**src/rtl/mio_pkg.sv**
```systemverilog
// mio_pkg: shared mode encodings, address map and control-word layout for the MIO counter block.
package mio_pkg;
  localparam logic [1:0] MODE_ONESHOT = 2'd0;
  localparam logic [1:0] MODE_RATE = 2'd1;
  localparam logic [1:0] MODE_SQUARE = 2'd2;
  localparam logic [1:0] CNT_ADDR_CTRL = 2'd3;
  localparam int CTRL_SEL_LSB = 0;
  localparam int CTRL_MODE_LSB = 2;
  localparam int CTRL_EN_BIT = 4;
endpackage

```
**src/rtl/mio_counter_chan.sv**
```systemverilog
// mio_counter_chan: one timer channel holding count/reload/mode/enable/out.
module mio_counter_chan
  import mio_pkg::*;
#(
  parameter int WIDTH = 32
) (
  input  logic             clk,
  input  logic             rst,
  input  logic             tick,
  input  logic             load,
  input  logic [WIDTH-1:0] load_val,
  input  logic             ctrl_we,
  input  logic [1:0]       ctrl_mode,
  input  logic             ctrl_en,
  output logic [WIDTH-1:0] count,
  output logic [1:0]       mode,
  output logic             en,
  output logic             out
);
  logic [WIDTH-1:0] reload, count_nx;
  logic act, low, rate, sq, out_nx;
  assign act = en & tick;
  assign low = count <= WIDTH'(1);
  assign rate = mode == MODE_RATE;
  assign sq = mode == MODE_SQUARE;
  // a rate pulse is cleared on the very next clk, even between prescaled ticks
  always_comb begin
    count_nx = !act ? count : (rate || sq) ? (low ? reload : count - WIDTH'(1))
             : (count != '0 ? count - WIDTH'(1) : count);
    out_nx = rate ? act & low : !act ? out : sq ? out ^ low : out | (count == WIDTH'(1));
  end
  always_ff @(posedge clk) begin
    if (rst) begin
      {count, reload, mode, en, out} <= '0;
    end else if (load) begin
      count <= load_val;
      reload <= load_val;
      out <= 1'b0;
    end else begin
      count <= count_nx;
      out <= (ctrl_we && ctrl_mode != mode) ? 1'b0 : out_nx;
      if (ctrl_we) begin
        mode <= ctrl_mode;
        en <= ctrl_en;
      end
    end
  end
endmodule

```
**src/rtl/mio_counter3.sv**
```systemverilog
// mio_counter3: three-channel programmable timer on the MIO bus.
// Define COUNTER_PRESCALE_EN to divide the count tick by PRESCALE clk cycles.
module mio_counter3
  import mio_pkg::*;
#(
  parameter int WIDTH = 32,
  parameter int PRESCALE = 50
) (
  input  logic        clk,
  input  logic        rst,
  input  logic        counter_we,
  input  logic [1:0]  counter_addr,
  input  logic [31:0] Peripheral_in,
  output logic [31:0] counter_out,
  output logic        counter0_out,
  output logic        counter1_out,
  output logic        counter2_out
);
  logic tick;
  logic [WIDTH-1:0] cnt [3];
  logic [1:0] mode [3];
  logic [2:0] en, out;
`ifdef COUNTER_PRESCALE_EN
  logic [31:0] pre;
  assign tick = pre == 32'(PRESCALE - 1);
  always_ff @(posedge clk) begin
    if (rst) pre <= '0;
    else pre <= tick ? '0 : pre + 32'd1;
  end
`else
  assign tick = 1'b1 | (PRESCALE == 0);
`endif
  for (genvar i = 0; i < 3; i++) begin : g_chan
    mio_counter_chan #(.WIDTH(WIDTH)) u_chan (
      .clk      (clk),
      .rst      (rst),
      .tick     (tick),
      .load     (counter_we && counter_addr == 2'(i)),
      .load_val (Peripheral_in[WIDTH-1:0]),
      .ctrl_we  (counter_we && counter_addr == CNT_ADDR_CTRL
                 && Peripheral_in[CTRL_SEL_LSB +: 2] == 2'(i)),
      .ctrl_mode(Peripheral_in[CTRL_MODE_LSB +: 2]),
      .ctrl_en  (Peripheral_in[CTRL_EN_BIT]),
      .count    (cnt[i]),
      .mode     (mode[i]),
      .en       (en[i]),
      .out      (out[i])
    );
  end
  assign counter_out = counter_addr == CNT_ADDR_CTRL
    ? {16'b0, en, 1'b0, mode[2], mode[1], mode[0], 3'b0, out}
    : 32'(counter_addr[1] ? cnt[2] : counter_addr[0] ? cnt[1] : cnt[0]);
  assign {counter2_out, counter1_out, counter0_out} = out;
endmodule

```
**config.mk**
```make
export PLATFORM = sky130hd
export DESIGN_NAME = mio_counter3
export DESIGN_NICKNAME = d
export VERILOG_FILES = /design/src/rtl/mio_pkg.sv /design/src/rtl/mio_counter_chan.sv /design/src/rtl/mio_counter3.sv
export SDC_FILE = /design/constraint.sdc
export NUM_CORES = 1
export LEC_CHECK = 0
export ABC_CLOCK_PERIOD_IN_PS = 3800
export BUFFER_PORTS_ARGS = -buffer_cell sky130_fd_sc_hd__buf_2
export CORE_ASPECT_RATIO = 1.5
export CORE_UTILIZATION = 50
export DETAILED_ROUTE_END_ITERATION = 8
export PLACE_DENSITY = 0.66
export SYNTH_ARGS = -nofsm -noshare
export SYNTH_HDL_FRONTEND = slang
export SYNTH_HIERARCHICAL = 1
export SYNTH_SLANG_ARGS = --single-unit
```
**constraint.sdc**
```tcl
create_clock -name clk -period 3.8 [get_ports clk]
set_input_delay 0.95 -clock clk [delete_from_list [all_inputs] [get_ports clk]]
set_output_delay 0.95 -clock clk [all_outputs]
set_load 0.005 [all_outputs]
```
==> reports/qor.yml <==
pin_count: 72
routed_wl_um: 46200
clk_latency_ps: 520
r2r_cells: 8
slew_headroom: 0.376
synth.top_cell.area_share: 0.330
cts_root_buf: "clkbuf_16"
cp.arrival_ps: 2400
leakage_nw: 5.12
r2r-end: "g_chan[1].u_chan/count[26]"
numCtsBuffers: 22
whs_endpoint: "g_chan[0].u_chan/reload[13]"
ctsResizeCount: 0
status: "finished, final reports clean"
reg2reg_from: "g_chan[1].u_chan/count[0]"
hold_violations: 0
synthDistinctLibCells: 87
synth_compound_area_frac: 0.235
drtIter0Drc: 1162
power_density_mw_per_mm2: 445
synthMuxAreaShare: 0.131
min_from: "g_chan[0].u_chan/reload[13]"
io_buffers: 71
synth_edf_count: 0
synthArstFlopShare: 0
synth_simple_gate_area_frac: 0.214
totalNegativeSetupSlack_ps: 0
worstPathBufferInverterCount: 3
ctsHoldBuffers: 0
place.detailed.hpwl_um: 33800
synthAdderAreaFrac: 0.0121
cts_setup_buffers: 0
ant_nets: 0
yosys_warnings: 6
cp_top_family: "buffers and inverters"
critPathKind: "in2out"
drc: 0
cts.sinks: 204
peakVddDrop_mv: 0.329
synth_ff_type: "dfxtp_1"
vias: 12500
finalSetupViolations: 0
grt_pass1_wl_um: 70100
start_util: 0.509
cp_common_cell: "buf_2"
clock.fmax_ghz: 0.298
fin_crit_sh: 0.883
crit_chain: "buf_2, nor2b_1, buf_4, o2bb2ai_1, buf_2"
end_kind: "output pin"
first_global_vias: 11800
wire_per_inst_um: 24.9
nFillCells: 2281
grt_usage: 0.363
synth_top_family_by_area: "compound AO/OA/AOI/OAI gates"
worstPathMaxFanout: 17
dieHeight_um: 195
rsz0062_at_grt: "no"
start_kind: "input pin"
final_layout_size_suffix_gt1_frac: 0.152
cts_max_path_buffers: 3
fp.dieW_um: 131
rrSetupSlack_ps: 550
synth-xor-area-share: 0.0233
required_ps: 2850
ys_seq_elements: 204
fin_crit_ps: 3350
worst_pin_slew_ps: 936
netlist_area_sq_mm: 0.0124
synth.largest_area_cell: "dfxtp_1"
min_path_cells: 2
cts.clk_slew.worst_paths_ps: 60
critPathMaxStageDelay_ps: 460
finClkSkew_ps: 12.5
drt_pre_antenna_iters: 5
tritoncts: "built"
grt_max_degree: 60
grt-ovfl-total: 0
slowest_stage: "nor2b_1"
num_rows: 70
seq_area_frac_synth: 0.330
netlist_instances: 1468
die-area_sq_mm: 0.0254
vias_per_cell: 6.71
max_cap_viol_count: 0
fin_nets: 1570
core_area_sq_mm: 0.0243
syn-mean-instance-area_sq_um: 8.44
holdWs_ps: 464
slew_violations: 0
synth_area_leaders: "dfxtp_1, mux2i_1, a21oi_1"
gp_congestion: 1.01
area_growth_pct: 11.8
hold_path_class: "reg2reg"
cts_max_level: 1
antenna_found_initial: 1
==> logic make-up after synthesis <==
| logic type | after synthesis |
|---|---|
| compound gates | 421 |
| other cells | 1 |
| flops | 204 |
| fa+ha+maj | 12 |
| buf+inv | 145 |
| mux | 144 |
| simple gates | 508 |
| xor+xnor | 33 |
==> cell type report <==
cell class / count / area, sq um / share of cell area
Antenna cell: 1 / 2.50 / 0.000181
Tap cell: 324 / 405 / 0.0293
Inverter: 43 / 161 / 0.0117
Timing Repair Buffer: 126 / 812 / 0.0586
Sequential cell: 204 / 4080 / 0.295
Clock buffer: 33 / 663 / 0.0479
Multi-Input combinational cell: 1124 / 7670 / 0.554
Clock inverter: 5 / 52.6 / 0.00379
==> flip-flops by register name (all words and copies together) (netlist names) <==
register	count
g_chan.u_chan/mode	6
g_chan.u_chan/out	3
g_chan.u_chan/en	3
g_chan.u_chan/reload	96
g_chan.u_chan/count	96
==> per-layer routing <==
layer  GRT usage  wire length (um)
met5           0                 0
met4       0.229              3070
met3      0.0556              4030
met2       0.594             21900
met1       0.437             17200
==> synth_stat cells, types with 15 or more instances <==
library cell  instances
or4_1                15
nor4_1               25
o211ai_1             21
inv_1                43
nand4_1              24
o2bb2ai_1            22
or3_1                16
clkbuf_1             45
mux2i_1             128
a21oi_1             116
nor3_1               32
xor2_1               18
buf_2                26
nand3_1              38
o22ai_1              40
xnor2_1              15
buf_1                17
dfxtp_1             204
o21ai_0              65
nand2_1             128
a22oi_1              16
nor2_1              154
==> cells in the final DEF (no fill, tap or decap), types with 15 or more instances in the layout <==
cell type and n:
nand3_1 38, or4_1 15, clkbuf_16 23, nor2_1 154, nor3_1 32, mux2i_1 128, buf_4 52, o2bb2ai_1 22
nand2_1 128, nor4_1 25, dfxtp_1 204, xor2_1 18, a21oi_1 116, buf_2 70, or3_1 16, a22oi_1 16
o21ai_0 65, xnor2_1 15, inv_1 43, o211ai_1 21, nand4_1 24, o22ai_1 40
==> worst register-to-register path: stages (launching register included) <==
cell	delay, ps
dfxtp_1	380
inv_1	140
ha_1	280
or3b_1	580
nor3_1	690
or4b_1	560
o21ai_0	170
a21boi_1	230
o22ai_1	90
==> through the flow <==
step | area [sq um] | setup WS, ps | total power [W] | cells | util
after floorplan | 12400 | 745 | 0.00343 | 1473 | -
after global placement | 13100 | 570 | 0.00395 | 1821 | 0.539
after detailed placement | 13100 | 490 | 0.00396 | 1821 | 0.539
after CTS | 13900 | 482 | 0.00613 | 1859 | 0.569
after global routing | 13900 | 376 | 0.00637 | 1859 | 0.569
final | 13900 | 445 | 0.00617 | 1860 | 0.569
==> worst max path at each step <==
| stage | start | end | cells after the start |
|---|---|---|---|
| after global placement | counter_addr[0] | counter_out[23] | 5 |
| after floorplan | counter_addr[1] | g_chan[2].u_chan/reload[20] | 9 |
| after detailed placement | counter_addr[0] | counter_out[29] | 5 |
| after CTS | counter_addr[0] | counter_out[29] | 5 |
| final | counter_addr[0] | counter_out[23] | 5 |
| after global routing | counter_addr[0] | counter_out[24] | 5 |
==> power breakdown <==
group	leakage [nW]	internal, W	switching [W]
combinational	3.11	0.000555	0.000982
sequential	1.66	0.00225	0.000196
clock	0.351	0.00127	0.000914
total	5.12	0.00408	0.00209
Power figures use the tool's default switching activity.
